<file path="src/rtl/cpu_loader_pkg.sv">
// rtl/cpu_loader_pkg.sv - shared opcodes, command bit positions and FSM states for the stream loader
package cpu_loader_pkg;

    localparam logic [1:0] OP_CTRL     = 2'b00;
    localparam logic [1:0] OP_SET_ADDR = 2'b01;
    localparam logic [1:0] OP_BURST    = 2'b10;
    localparam logic [1:0] OP_RUN      = 2'b11;

    localparam int CMD_OP_HI   = 7;
    localparam int CMD_OP_LO   = 6;
    localparam int CMD_ARG_BIT = 5;

    typedef enum logic [1:0] {
        S_IDLE = 2'd0,
        S_ADDR = 2'd1,
        S_DATA = 2'd2,
        S_CHK  = 2'd3
    } state_t;

endpackage

</file>
<file path="src/rtl/cpu_stream_loader_if.sv">
// rtl/cpu_stream_loader_if.sv - command stream input and memory write port bundle for the loader
interface cpu_stream_loader_if #(
    parameter int DATA_W = 8,
    parameter int ADDR_W = 5
) ();
    logic [DATA_W-1:0] in_data;
    logic              in_valid;
    logic              in_ready;
    logic              mem_we;
    logic              mem_sel;
    logic [ADDR_W-1:0] mem_addr;
    logic [DATA_W-1:0] mem_wdata;

    modport master (
        output in_data, in_valid,
        input  in_ready, mem_we, mem_sel, mem_addr, mem_wdata
    );

    modport slave (
        input  in_data, in_valid,
        output in_ready, mem_we, mem_sel, mem_addr, mem_wdata
    );
endinterface

</file>
<file path="src/rtl/cpu_stream_loader.sv">
// rtl/cpu_stream_loader.sv - framed byte-stream loader for CPU memories with halt/run control (optional checksum: LOADER_CHECKSUM_EN)
module cpu_stream_loader
    import cpu_loader_pkg::*;
#(
    parameter int DATA_W     = 8,
    parameter int ADDR_W     = 5,
    parameter int IMEM_DEPTH = 32,
    parameter int DMEM_DEPTH = 32
) (
    input  logic                clk,
    input  logic                reset,
    cpu_stream_loader_if.slave  bus,
    output logic                cpu_halt,
    output logic                busy,
    output logic                err
);

    state_t            state;
    state_t            state_nx;
    logic [ADDR_W-1:0] ptr;
    logic              sel;
    logic [5:0]        cnt;
    logic [DATA_W-1:0] csum;
    logic              ready_q;
    logic              we_q;
    logic [ADDR_W-1:0] addr_q;
    logic [DATA_W-1:0] wdata_q;
    logic              halt_q;
    logic              err_q;

    logic              accept;
    logic [1:0]        op;
    logic              arg;
    logic              in_range;
    logic [31:0]       ptr_ext;

    assign accept  = bus.in_valid & ready_q;
    assign op      = bus.in_data[CMD_OP_HI:CMD_OP_LO];
    assign arg     = bus.in_data[CMD_ARG_BIT];
    assign ptr_ext = {{(32-ADDR_W){1'b0}}, ptr};

    assign bus.in_ready  = ready_q;
    assign bus.mem_we    = we_q;
    assign bus.mem_sel   = sel;
    assign bus.mem_addr  = addr_q;
    assign bus.mem_wdata = wdata_q;
    assign cpu_halt      = halt_q;
    assign err           = err_q;
    assign busy          = (state != S_IDLE);

    // Frame sequencing: command word, then address word or payload words (and checksum)
    always_comb begin
        state_nx = state;
        in_range = sel ? (ptr_ext < 32'(IMEM_DEPTH)) : (ptr_ext < 32'(DMEM_DEPTH));
        case (state)
            S_IDLE: begin
                if (accept && op == OP_SET_ADDR) state_nx = S_ADDR;
                else if (accept && op == OP_BURST) state_nx = S_DATA;
            end
            S_ADDR: begin
                if (accept) state_nx = S_IDLE;
            end
            S_DATA: begin
`ifdef LOADER_CHECKSUM_EN
                if (accept && cnt == 6'd0) state_nx = S_CHK;
`else
                if (accept && cnt == 6'd0) state_nx = S_IDLE;
`endif
            end
`ifdef LOADER_CHECKSUM_EN
            S_CHK: begin
                if (accept) state_nx = S_IDLE;
            end
`endif
            default: state_nx = S_IDLE;
        endcase
    end

    // State register; reset abandons any frame in progress
    always_ff @(posedge clk) begin
        if (reset) state <= S_IDLE;
        else       state <= state_nx;
    end

    // Command effects, pointer/count bookkeeping and the registered memory write
    always_ff @(posedge clk) begin
        if (reset) begin
            ready_q <= 1'b0;
            we_q    <= 1'b0;
            sel     <= 1'b0;
            addr_q  <= '0;
            wdata_q <= '0;
            halt_q  <= 1'b1;
            err_q   <= 1'b0;
            cnt     <= 6'd0;
            ptr     <= '0;
            csum    <= '0;
        end else begin
            ready_q <= 1'b1;
            we_q    <= 1'b0;
            if (accept) begin
                case (state)
                    S_IDLE: begin
                        case (op)
                            OP_CTRL: begin
                                if (arg) halt_q <= 1'b1;
                            end
                            OP_SET_ADDR: begin
                                sel    <= arg;
                                err_q  <= 1'b0;
                                halt_q <= 1'b1;
                            end
                            OP_BURST: begin
                                cnt    <= bus.in_data[5:0];
                                csum   <= '0;
                                halt_q <= 1'b1;
                            end
                            default: halt_q <= 1'b0;
                        endcase
                    end
                    S_ADDR: begin
                        ptr <= bus.in_data[ADDR_W-1:0];
                    end
                    S_DATA: begin
                        // Out-of-range words are still consumed and still advance the pointer
                        if (in_range) begin
                            we_q    <= 1'b1;
                            addr_q  <= ptr;
                            wdata_q <= bus.in_data;
                        end else begin
                            err_q <= 1'b1;
                        end
                        ptr  <= ptr + ADDR_W'(1);
                        csum <= csum ^ bus.in_data;
                        if (cnt != 6'd0) cnt <= cnt - 6'd1;
                    end
`ifdef LOADER_CHECKSUM_EN
                    S_CHK: begin
                        if (bus.in_data != csum) err_q <= 1'b1;
                    end
`endif
                    default: ;
                endcase
            end
        end
    end

endmodule

</file>
<file path="src/flat_wrapper.sv">
// flat-port wrapper written by rule: the top's interface ports become plain ports
module cpu_stream_loader_flat import cpu_loader_pkg::*;
#(
    parameter int DATA_W     = 8,
    parameter int ADDR_W     = 5,
    parameter int IMEM_DEPTH = 32,
    parameter int DMEM_DEPTH = 32
)
  (clk, reset, cpu_halt, busy, err, bus_in_data, bus_in_valid, bus_in_ready, bus_mem_we, bus_mem_sel, bus_mem_addr, bus_mem_wdata);
  cpu_stream_loader_if #(.DATA_W(DATA_W), .ADDR_W(ADDR_W)) bus_i ();
  input  logic clk;
  input  logic reset;
  output logic cpu_halt;
  output logic busy;
  output logic err;
  input wire logic [$bits(bus_i.in_data)-1:0] bus_in_data;
  input wire logic [$bits(bus_i.in_valid)-1:0] bus_in_valid;
  output wire logic [$bits(bus_i.in_ready)-1:0] bus_in_ready;
  output wire logic [$bits(bus_i.mem_we)-1:0] bus_mem_we;
  output wire logic [$bits(bus_i.mem_sel)-1:0] bus_mem_sel;
  output wire logic [$bits(bus_i.mem_addr)-1:0] bus_mem_addr;
  output wire logic [$bits(bus_i.mem_wdata)-1:0] bus_mem_wdata;
  assign bus_i.in_data = bus_in_data;
  assign bus_i.in_valid = bus_in_valid;
  assign bus_in_ready = bus_i.in_ready;
  assign bus_mem_we = bus_i.mem_we;
  assign bus_mem_sel = bus_i.mem_sel;
  assign bus_mem_addr = bus_i.mem_addr;
  assign bus_mem_wdata = bus_i.mem_wdata;
  cpu_stream_loader #(.DATA_W(DATA_W), .ADDR_W(ADDR_W), .IMEM_DEPTH(IMEM_DEPTH), .DMEM_DEPTH(DMEM_DEPTH)) u_core (.clk(clk), .reset(reset), .bus(bus_i), .cpu_halt(cpu_halt), .busy(busy), .err(err));
endmodule
</file>
<file path="config.mk">
export PLATFORM = sky130hd
export DESIGN_NAME = cpu_stream_loader_flat
export DESIGN_NICKNAME = d
export VERILOG_FILES = /design/src/rtl/cpu_loader_pkg.sv /design/src/rtl/cpu_stream_loader_if.sv /design/src/rtl/cpu_stream_loader.sv /design/src/flat_wrapper.sv
export SDC_FILE = /design/constraint.sdc
export NUM_CORES = 1
export LEC_CHECK = 0
export ABC_AREA = 1
export CAP_MARGIN = 20
export CORE_MARGIN = 2
export CORE_UTILIZATION = 45
export CTS_CLUSTER_DIAMETER = 30
export DETAILED_ROUTE_END_ITERATION = 12
export HOLD_SLACK_MARGIN = 0.05
export MAX_ROUTING_LAYER = met4
export PLACE_DENSITY = 0.69
export SYNTH_ARGS = -nofsm -noshare
export SYNTH_HDL_FRONTEND = slang
export SYNTH_SLANG_ARGS = --single-unit
</file>
<file path="constraint.sdc">
create_clock -name clk -period 2.2 [get_ports clk]
set_input_delay 0.22 -clock clk [delete_from_list [all_inputs] [get_ports clk]]
set_output_delay 0.22 -clock clk [all_outputs]
set_load 0.05 [all_outputs]
</file>
# Word level (Yosys, flattened, before mapping)
# Cells that the tools add are included.
totals:
  output_inout_bits: 19
  register_bits: 31
  inputBits: 11
classes:
  n_eq_ne: 12
  add_sub_neg: 2
  bitwise: 3
  order_cmp: 1
  n_mux: 16
  reduce_logical: 19
op_table:
  columns: ["op", "count"]
  rows:
  - ["$mux W6", 2]
  - ["$pmux W6 S2", 1]
  - ["$reduce_and A3 Y1", 4]
  - ["$ne A2 B1 Y1 const B", 5]
  - ["$pmux W5 S2", 1]
  - ["$mux W2", 4]
  - ["$reduce_and A4 Y1", 2]
  - ["$logic_not A6 Y1", 1]
  - ["$lt A5 B6 Y1 const B", 1]
  - ["$pmux W2 S3", 1]
  - ["$reduce_bool A2 Y1", 3]
  - ["$reduce_bool A6 Y1", 1]
  - ["$sub A6 B1 Y6 const B", 1]
  - ["$add A5 B1 Y5 const B", 1]
  - ["$mux W1", 5]
  - ["$eq A2 B1 Y1 const B", 2]
  - ["$eq A2 B2 Y1 const B", 2]
  - ["$logic_not A2 Y1", 2]
  - ["$ne A2 B2 Y1 const B", 2]
  - ["$pmux W1 S2", 2]
  - ["$logic_and A1 B1 Y1", 3]
  - ["$ne A3 B1 Y1 const B", 1]
  - ["$reduce_or A3 Y1", 1]
  - ["$not A1 Y1", 2]
  - ["other kinds (3)", 3]

# Logic depth before layout (Yosys ltp)
logic_depth:
  ltp_word: 5
  mapped_depth: 11

# Worst setup path before layout
# Ideal clock, no wire load.
synth_timing:
  path_kind: "register to register"
  startpoint: "register u_core.state[0]"
  endpoint: "register u_core.cnt[0]"
  path_stages_with_launch: 9
  t_arrival_ps: 1485
  slack_ps: 595
  required_time_ps: 2080
  path_buffers: 0
  setup_time_ps: 120
  path_cell_list: "dfxtp_1 > inv_1 > ha_1 > inv_1 > a21oi_1 > nor2_4 > nand2_4 > o21ai_0 > a21oi_1"
synth_via:
  elab_chain_cells: 3
  word_cells_on_any_way: 7
  cone_classes: "eq/ne: 3; mux: 1; reduce/logical: 3"
synth_rtl:
  columns: ["element", "line", "text"]
  rows:
  - ["from (decl)", "cpu_stream_loader.sv:18", "state_t state;"]
  - ["from (signal assigned)", "cpu_stream_loader.sv:82", "else state <= state_nx;"]
  - ["$eq A2 B2 Y1 or $logic_not A2 Y1 (tied branches)", "cpu_stream_loader.sv:102", "case (state)"]
  - ["$ne A2 B1 Y1 (no line) or $reduce_bool A2 Y1 (tied branches)", null, null]
  - ["$reduce_and A4 Y1 (no line)", null, null]
  - ["to (signal assigned)", "cpu_stream_loader.sv:114", "cnt <= bus.in_data[5:0];"]
  - ["to (signal assigned)", "cpu_stream_loader.sv:135", "if (cnt != 6'd0) cnt <= cnt - 6'd1;"]
  - ["to (decl)", "cpu_stream_loader.sv:22", "logic [5:0] cnt;"]
# Several ways; a longest one is shown, not always the timed one.
# A chain may end at the register's enable or synchronous reset.

# Worst setup path in the final report
layout_timing:
  startpoint: "register u_core.state[0]"
  endpoint: "output busy"
layout_via:
  elab_chain_cells: 1
layout_rtl:
  columns: ["element", "line", "text"]
  rows:
  - ["$reduce_bool A2 Y1", "cpu_stream_loader.sv:49", "assign busy = (state != S_IDLE);"]
  - ["to (decl)", "flat_wrapper.sv:14", "output logic busy;"]
# Every way passes these cells.

==> results <==
- The critical path start-end classification is reg2out.
- For this configuration, the core starts out at a cell density of 0.482.
- The master of the slowest instance on the critical path is sky130_fd_sc_hd__dlymetal6s2s_1.
- The number of slew-limit violations in the final report is 0.
- Synthesis handed over a netlist of around 210 instances.
- The critical path launch point type is a flip-flop.
- The count of clock tree sinks is 31.
- The post-synthesis cell type count is 25.
- The total power draw is about 0.0019 W.
- The post-route minimum period is about 1800 ps.
- The cell family contributing the most delay on the critical path is buffers and inverters.
- The final antenna-violating net count is 0.
- During synthesis, Yosys emitted a total of 0 warnings.
- The post-detailed-route wirelength per cell is between 10 and 15 um.
- OpenSTA, run right after detailed placement, puts the worst setup slack at approximately 430 ps.
- The initial antenna violation count is 0.
- The data required time of the worst path is roughly 2000 ps.
- The relative slew slack is 0.654.
- After floorplanning, the core was divided into 20 placement rows.
- The sequential-to-total area share from yosys stat is 0.415.
- For this run, design rule violations remaining after detail routing come to 0.
- For this run, the post-layout net count is between 200 and 300.
- For this run, the slowest stage of the critical path takes 430 ps.
- The number of endpoints failing setup at the final stage is 0.
- The weighted congestion at the end of routability-driven global placement is 0.773.
- The number of placed instances, taps included, is between 200 and 300.
- The CTS root buffer is sky130_fd_sc_hd__clkbuf_4.
- Setup repair after global routing left no endpoint under its margin.
- Power spread over the standard cell area amounts to roughly 1000 nW/um2.
- TritonCTS built the clock tree.
- The HPWL reported at the end of detailed placement is between 2 and 2.5 mm.
- The flow ran to the end, and the final reports show no timing, DRC or antenna violations.
- The synthesized flop and latch total is 31.
- The class of the worst hold path is reg2reg.
- The hold path startpoint is u_core.err.
- The worst path arrival time is approximately 1500 ps.
- In this run the worst path has a maximum fanout of 4.
- Across the VDD grid, the largest voltage drop is approximately 0.00046 V.
- Clock skew on the completed layout was measured at around 8.3 ps.
- The leakage power total is about 0.86 nW.
- The sum of negative setup slack is 0 ps.
- The worst register-to-register path ends at u_core.cnt[0].
- The routed wire length is between 3 and 4 mm.
- The routed layout has around 1,400 vias.
- The number of global-route vias before repair is 1,179.
- The number of hold violations in the final report is 0.
- The number of nets in the synthesized netlist is about 230.
- For the pin with the worst max-slew slack, the measured transition is a little over 500 ps.
- Hold is met by approximately 440 ps.
- The number of detailed-routing iterations run before antenna repair is 4.
- The reg-to-reg startpoint is u_core.state[0].
- The internal reg-to-reg setup slack is about 630 ps.
- The end point of the most critical hold path is u_core.err.
- Counting instances, the worst hold path has a depth of 2.
- Global routing finished with a remaining overflow of 0.
- Of the cells placed in the final design, the portion with a size suffix greater than 1 is 0.0861.
- The total clock buffers created by CTS is 5.
- The die is about 62 um tall.
- For this run, the total global-route usage over all layers was measured as 0.201.
- Counting along the longest clock path gives a buffer depth of 2.
- The average vias per placed instance is between 4 and 5.
- The relative area change from synthesis to final layout is 26.7%.
- Port buffering added 29 buffers.
- The pin count of the biggest net entering global routing is 30.
- The H-tree was split into 2 levels.
- The number of violations reported at the end of detailed-routing iteration 0 is 57.
- The first global-routing pass estimated about 5.4 mm of wire.
- The number of buffers and inverters on the critical path is 3.
- Across the run, the number of max-cap violations was 0.
- The die covers 3800 um2.
- Averaged over all synthesized cells, the footprint is roughly 7 um2.
- The repair_antennas step left the layout with diodes totalling 0.
- Among the stages of the critical path, the cell type that occurs most often is sky130_fd_sc_hd__inv_1.
- The clock transition at the registers of the reported paths is 100 ps.
- The width of the die is between 60 and 70 um.
- Across all setup checks in the final design, the least slack found is around 440 ps.
- For this run, the top clock speed supported by timing is 570 MHz.
- The portion of the clock cycle consumed by the worst path in the final layout is 0.798.
- The core footprint is approximately 3100 um2.
- For the worst flop-to-flop path, the logic depth is 9.
- The worst setup path is captured at a primary output.
- After the flow finishes, the layout carries non-filler instances totaling about 290.
- Summing every instance area after synthesis gives between 1000 and 1500 um2.
- At the later pin of the worst-skew pair, clock insertion delay measures ~330 ps.
- The count of boundary I/O pins is 30.
- The most critical setup path has its startpoint at u_core.state[0].
- Traced cell by cell, the critical path runs through inv_1, ha_1, inv_1, dlymetal6s2s_1.
- The layout has between 300 and 400 filler cells.
## layer usage
layer,up-vias,GRT usage,wire [um]
met3,5,0.0567,134
met2,25,0.290,1340
met5,-,-,0
met1,592,0.268,1710
met4,0,0.0729,61
li1,742,-,-
## through the flow
step / util / area, um2
2_1_floorplan: - / 1500
3_3_place_gp: 0.588 / 1820
6_report: 0.610 / 1890
4_1_cts: 0.610 / 1890
5_1_grt: 0.610 / 1890
3_5_place_dp: 0.588 / 1820
## cells in the mapped netlist
master                     number  area (um2)
sky130_fd_sc_hd__inv_1         20        75.1
sky130_fd_sc_hd__inv_4          1        6.26
sky130_fd_sc_hd__o21ai_0       25         125
sky130_fd_sc_hd__nor2_4         2        22.5
sky130_fd_sc_hd__a31oi_1        3        18.8
sky130_fd_sc_hd__inv_2          2        7.51
sky130_fd_sc_hd__nor2_2         1        6.26
sky130_fd_sc_hd__xnor2_1        1        8.76
sky130_fd_sc_hd__dfxtp_1       31         621
sky130_fd_sc_hd__o21ai_1        1        5.00
sky130_fd_sc_hd__a21boi_0       1        7.51
sky130_fd_sc_hd__buf_2          5        25.0
sky130_fd_sc_hd__nand2_1       38         143
sky130_fd_sc_hd__nand4_1        2        12.5
sky130_fd_sc_hd__nor2_1        37         139
sky130_fd_sc_hd__a21oi_1       14        70.1
sky130_fd_sc_hd__o21bai_1       1        7.51
sky130_fd_sc_hd__nand2_4        1        11.3
sky130_fd_sc_hd__a21oi_2        1        8.76
sky130_fd_sc_hd__buf_6          1        11.3
sky130_fd_sc_hd__clkbuf_1       1        3.75
sky130_fd_sc_hd__nand2_2        3        18.8
sky130_fd_sc_hd__o22ai_1        1        6.26
sky130_fd_sc_hd__ha_1           6        75.1
sky130_fd_sc_hd__nand3_1       12        60.1
## tightest hold or removal path: cells and delay by family, from the launching register on
family	cells	cell delay [ps]
and+or+nand+nor	1	60
AOI/OAI and AO/OA	1	30
DFF	1	320
## cell type report
cell class	count	area (um2)	area share
multi-input cells	150	746	0.394
flip-flops and latches	31	621	0.328
repair buffers	32	315	0.166
inverters	23	88.8	0.0469
clock buffers	8	68.8	0.0363
well taps	44	55.1	0.0291
## report_power, final
group          switching (W)  internal (W)  total [W]  leakage (nW)
combinational       0.000539      0.000282   0.000821         0.565
clock               0.000191      0.000188   0.000379        0.0386
sequential         0.0000543      0.000642   0.000696         0.252
## state kept, by name, indices dropped and copies added, names as in the netlist
signal                count
u_core.bus.mem_wdata      8
u_core.cnt                6
u_core.bus.mem_addr       5
u_core.ptr                5
u_core.state              2
u_core.bus.in_ready       1
u_core.bus.mem_sel        1
u_core.bus.mem_we         1
u_core.cpu_halt           1
u_core.err                1
## repair_timing
item / CTS / global route
gates resized for setup: 0 / 1
setup endpoints to repair: 0 / 1
buffers inserted: 0 / 0
hold buffers: 0 / 0
## cells in the final DEF, fill, tap and decap left out, types with 2 or more instances in the layout
cell type,count
sky130_fd_sc_hd__nand3_1,12
sky130_fd_sc_hd__clkbuf_8,2
sky130_fd_sc_hd__nand2_1,38
sky130_fd_sc_hd__clkbuf_4,5
sky130_fd_sc_hd__nand4_1,2
sky130_fd_sc_hd__buf_4,3
sky130_fd_sc_hd__clkdlybuf4s50_1,28
sky130_fd_sc_hd__a21oi_1,14
sky130_fd_sc_hd__nand2_2,3
sky130_fd_sc_hd__dfxtp_1,31
sky130_fd_sc_hd__a31oi_1,3
sky130_fd_sc_hd__inv_2,2
sky130_fd_sc_hd__nor2_4,2
sky130_fd_sc_hd__nor2_1,37
sky130_fd_sc_hd__o21ai_0,25
sky130_fd_sc_hd__ha_1,6
sky130_fd_sc_hd__inv_1,20
## worst max path at each step
stage	slack, ps	cells past startpoint	endpoint
after floorplan	600	8	u_core.cnt[0]
after global placement	460	4	busy
after detailed placement	430	4	busy
after CTS	50	4	busy
after global routing	330	4	busy
final	440	4	busy
## logic make-up (layout without fill, tap and decap cells)
family	count (synthesis)	in the layout	synth area share
and+or+nand+nor	96	96	0.276
AOI/OAI and AO/OA	47	47	0.167
DFF	31	31	0.415
buffers and inverters	30	63	0.0862
adders and majority gates	6	6	0.0502
xor gates and xnor gates	1	1	0.00586
Power figures use the tool's default switching activity.
